<file path="config.mk">
export PLATFORM = sky130hd
export DESIGN_NAME = frac_div_ctrl
export DESIGN_NICKNAME = d
export VERILOG_FILES = /design/src/rtl/frac_div_ctrl.sv
export SDC_FILE = /design/constraint.sdc
export NUM_CORES = 1
export LEC_CHECK = 0
export BUFFER_PORTS_ARGS = -buffer_cell sky130_fd_sc_hd__buf_4
export CAP_MARGIN = 20
export CORE_ASPECT_RATIO = 0.75
export CORE_MARGIN = 4
export CORE_UTILIZATION = 30
export CTS_CLUSTER_SIZE = 20
export DETAILED_ROUTE_END_ITERATION = 12
export SLEW_MARGIN = 20
export SYNTH_ARGS = -nofsm -noshare
export SYNTH_HDL_FRONTEND = slang
export SYNTH_SLANG_ARGS = --single-unit
</file>
<file path="constraint.sdc">
create_clock -name clk -period 5.7 [get_ports clk]
set_clock_uncertainty 0.1 [all_clocks]
set_input_delay 1.14 -clock clk [delete_from_list [all_inputs] [get_ports clk]]
set_output_delay 1.14 -clock clk [all_outputs]
set_load 0.005 [all_outputs]
</file>
<file path="src/rtl/frac_div_ctrl.sv">
// Fractional divider sequencer: drives an external ripple adder as a phase accumulator.
// Optional macro FRAC_ACC_CLR_EN: applying a pending config also clears the accumulator.
module frac_div_ctrl #(
  parameter int WIDTH = 8,
  parameter int NW    = 8
) (
  input  logic             clk,
  input  logic             rst_n,
  input  logic             en,
  input  logic             cfg_valid,
  output logic             cfg_ready,
  input  logic [NW-1:0]    cfg_n,
  input  logic [WIDTH-1:0] cfg_k,
  output logic [WIDTH-1:0] add_a,
  output logic [WIDTH-1:0] add_b,
  input  logic [WIDTH-1:0] add_s,
  input  logic             add_cout,
  output logic             out_pulse,
  output logic             div_sel
);

  typedef enum logic {IDLE, RUN} state_t;

  state_t           r_state;
  logic [WIDTH-1:0] r_acc;
  logic [WIDTH-1:0] r_kAct;
  logic [WIDTH-1:0] r_kPend;
  logic [NW-1:0]    r_nAct;
  logic [NW-1:0]    r_nPend;
  logic [NW-1:0]    r_cnt;
  logic             r_pend;
  logic             r_outPulse;
  logic             r_divSel;

  logic             w_xfer;
  logic [NW-1:0]    w_nClamp;
  logic [NW-1:0]    w_nNext;
  logic [NW-1:0]    w_nIdle;
  logic [NW-1:0]    w_cntReload;
  logic [WIDTH-1:0] w_accBoundary;

  assign cfg_ready = ~r_pend;
  assign add_a     = r_acc;
  assign add_b     = r_kAct;
  assign out_pulse = r_outPulse;
  assign div_sel   = r_divSel;

  assign w_xfer      = cfg_valid & ~r_pend;
  assign w_nClamp    = (cfg_n < NW'(2)) ? NW'(2) : cfg_n;
  assign w_nNext     = r_pend ? r_nPend : r_nAct;
  assign w_nIdle     = r_pend ? r_nPend : (w_xfer ? w_nClamp : r_nAct);
  // A carry out of the accumulator stretches the next period by one clock.
  assign w_cntReload = w_nNext - NW'(1) + {{(NW-1){1'b0}}, add_cout};

`ifdef FRAC_ACC_CLR_EN
  assign w_accBoundary = r_pend ? '0 : add_s;
`else
  assign w_accBoundary = add_s;
`endif

  always_ff @(posedge clk or negedge rst_n) begin
    if (!rst_n) begin
      r_state    <= IDLE;
      r_acc      <= '0;
      r_kAct     <= '0;
      r_kPend    <= '0;
      r_nAct     <= NW'(2);
      r_nPend    <= NW'(2);
      r_cnt      <= '0;
      r_pend     <= 1'b0;
      r_outPulse <= 1'b0;
      r_divSel   <= 1'b0;
    end else begin
      case (r_state)
        IDLE: begin
          r_outPulse <= 1'b0;
          r_acc      <= '0;
          r_divSel   <= 1'b0;
          // A config parked while en was dropping is applied before restarting.
          if (r_pend) begin
            r_nAct <= r_nPend;
            r_kAct <= r_kPend;
            r_pend <= 1'b0;
          end else if (w_xfer) begin
            r_nAct <= w_nClamp;
            r_kAct <= cfg_k;
          end
          if (en) begin
            r_state <= RUN;
            r_cnt   <= w_nIdle - NW'(1);
          end
        end
        RUN: begin
          if (w_xfer) begin
            r_nPend <= w_nClamp;
            r_kPend <= cfg_k;
            r_pend  <= 1'b1;
          end else if (en && r_cnt == '0 && r_pend) begin
            r_nAct <= r_nPend;
            r_kAct <= r_kPend;
            r_pend <= 1'b0;
          end
          if (!en) begin
            r_state    <= IDLE;
            r_acc      <= '0;
            r_cnt      <= '0;
            r_divSel   <= 1'b0;
            r_outPulse <= 1'b0;
          end else if (r_cnt == '0) begin
            r_outPulse <= 1'b1;
            r_acc      <= w_accBoundary;
            r_divSel   <= add_cout;
            r_cnt      <= w_cntReload;
          end else begin
            r_outPulse <= 1'b0;
            r_cnt      <= r_cnt - NW'(1);
          end
        end
        default: r_state <= IDLE;
      endcase
    end
  end

endmodule

</file>
==> impl_metrics.ini <==
[die]
core_sq_um = 9736
die_h_microns = 94.79
num_rows = 31
ios = 48
start_util_pct = 30.95
fp.dieW_microns = 123.7
die-area_sq_um = 11730

[layout]
fin_nets = 407
postLayoutCellArea_sq_um = 3646
final_layout_size_suffix_gt1_share_pct = 20.05
diodes = 0
syn_to_final_growth_pct = 21.01

[cts]
cts-root-buf = clkbuf_16
clock_sinks = 52
cts.clk_slew.worst_paths_ns = 0.07
cts_max_level = 2
cts_resized = 0
clockBufferDepth = 2
numCtsBuffers = 5
cts_setup_buffers = 0
tritoncts = done
cts_hold_buf = 0
clock_latency_ns = 0.29

[yosys]
ys.flop_type = dfrtp_1
yosysWarningCount = 0
synth_seq_cells = 52
synth_top_area_cell = dfrtp_1
netlist_instances = 333
synth_edf_count = 0
synthTopCellsByArea = dfrtp_1 42%, nand2_1 7.4%, mux2i_1 6.3%, a21oi_1 4.3%, nor2_1 3.5%
synth_nets = 367
async_flop_share_pct = 100.0
synth-seq-area-share_pct = 43.27
netlist_area_sq_um = 3013
synth.avg_cell_area_sq_um = 9.048
synth.most_common_cell = nand2_1
synth_cell_types = 50
synth_commonest_cells = 59 x nand2_1, 50 x dfrtp_1, 28 x nor2_1, 26 x a21oi_1, 21 x o21ai_0
synth_top_area_share_pct = 41.53

[worst_setup_path]
path_class = in -> reg
slowest_delay_ns = 0.57
cp-end-kind = register
startpoint_type = input port
crit_path_top_delay_cell = or4_1
ff2ff_setup_slack_ns = 2.90
arrival_ns = 3.37
cp_cell_sequence = buf_4 -> or4_1 -> o41ai_1 -> o21ai_0 -> nand2_1 -> ha_1 -> inv_1 -> or3_1 -> a21o_1 -> a31oi_1
cp_max_fo = 4
cp.required_ns = 5.82

[global_route]
grt_usage_pct = 13.24
globalRouteOverflowTotal = 0
grt_pass1_vias = 2432
grt_max_degree = 53
grt_pass1_wl_microns = 12340
antenna_found_initial = 0

[sta]
slew_headroom_pct = 39.38
finalHoldViolCount = 0
tns_ns = 0
rsz0062_at_grt = false
min_period_ns = 3.254
slew_viol_final = 0
fmax_mhz = 307.4
finalCritPeriodShare_pct = 57.08
tightest_slew_ns = 0.9059
setup_viol = 0

[place]
hpwl_microns = 5432
gp_congestion = 0.8299
port_buffers = 47
place_area_sq_um = 3451

[pwr]
leakage_nw = 1.587
ir_worst_vdd_mv = 0.1391
power_density_nw_per_um2 = 348.1

[run_status]
run_status = finished clean

[drt]
dr.pass1.iters = 5
wirelength_microns = 7445
via_count = 2551
avgRoutedWirePerCell_microns = 14.71
drtAntennaViolNets = 0
drt-initial-drc-count = 172
route.detailed.drc = 0
viasPerCell = 5.042

[job]
maxCapViolations = 0

[worst_hold_path]
worstHoldPathType = reg -> reg
## kinds of logic after synthesis
group           count (synthesis)  share of synthesized area [%]
buf+inv                        25                          4.153
flops                          52                          43.27
simple gates                  128                          19.81
xor+xnor                       10                          2.907
mux                            28                          9.801
fa+ha+maj                       5                          2.076
compound gates                 85                          17.98
## per-stage QoR
stage	setup WS (ns)	util, %	std cells	total power, mW	hold WS, ns
detailed placement	2.191	35.45	498	0.8845	0.3623
finish	2.446	37.45	506	1.269	0.3773
floorplan	2.528	-	333	0.7645	0.3450
global placement	2.247	35.45	498	0.8778	0.3588
CTS	2.199	37.44	506	1.284	0.3804
global route	2.388	37.45	506	1.359	0.4022
## per-layer routing
metal	GRT usage, %	wire [microns]	vias up
li1	-	-	1255
met1	20.55	3856	1218
met2	18.13	3035	72
met3	2.874	473	6
met4	3.687	79	0
met5	0	0	-
## critical path, delay by kind of cell
kind,cells,cell delay [ns]
buffers and inverters,2,0.20
AO/OA/AOI/OAI,4,0.83
adder cells (fa/ha/maj),1,0.18
AND/OR/NAND/NOR,3,1.03
## power by group
part | total (mW) | internal (mW) | switching (mW)
sequential | 0.511 | 0.440 | 0.0710
clock | 0.390 | 0.253 | 0.137
combinational | 0.367 | 0.171 | 0.196
total | 1.27 | 0.864 | 0.405
## layout make-up
class / instances / area [sq um]
multi-input cells: 256 / 1584
fillers: 995 / 6090
inverters: 10 / 37.54
repair buffers: 48 / 360.3
well taps: 132 / 165.2
clock inverters: 3 / 68.82
clock buffers: 5 / 125.1
flip-flops and latches: 52 / 1305
## cells in the final DEF, fill, tap and decap left out, types with 2 or more instances in the layout
cell type	instances
o211ai_1	6
xor2_1	5
a21boi_0	5
dfrtp_1	49
mux2_2	8
a31oi_1	4
ha_1	5
o32a_1	2
nand2b_1	7
o21ai_0	21
a211o_1	3
a21oi_2	2
nand3_1	9
mux2i_1	19
bufinv_16	2
xnor2_1	5
o21a_1	5
o22ai_1	2
nor3b_1	3
dfstp_2	2
inv_1	9
clkbuf_16	5
nand2_1	59
nor2_1	28
nor3_1	9
buf_4	48
or3_1	3
a21oi_1	26
## sequential cells by signal, indices dropped and copies added (netlist names), 8 cells and up
| register | flops |
|---|---|
| r_kPend | 8 |
| r_cnt | 8 |
| add_b | 8 |
| r_nAct | 8 |
| r_nPend | 8 |
| add_a | 8 |
## worst paths after layout
| path | from | endpoint | depth (start not counted) |
|---|---|---|---|
| hold reg to reg | r_kPend[2] | r_kPend[2] | 2 |
| min in group asynchronous | rst_n | add_b[6] | 1 |
| max in group asynchronous | rst_n | r_pend | 1 |
| setup / recovery | cfg_n[6] | r_cnt[6] | 10 |
| setup reg to reg | r_pend | r_kPend[4] | 5 |
| hold / removal | r_kPend[2] | r_kPend[2] | 2 |
(Power assumes the default switching activity.)
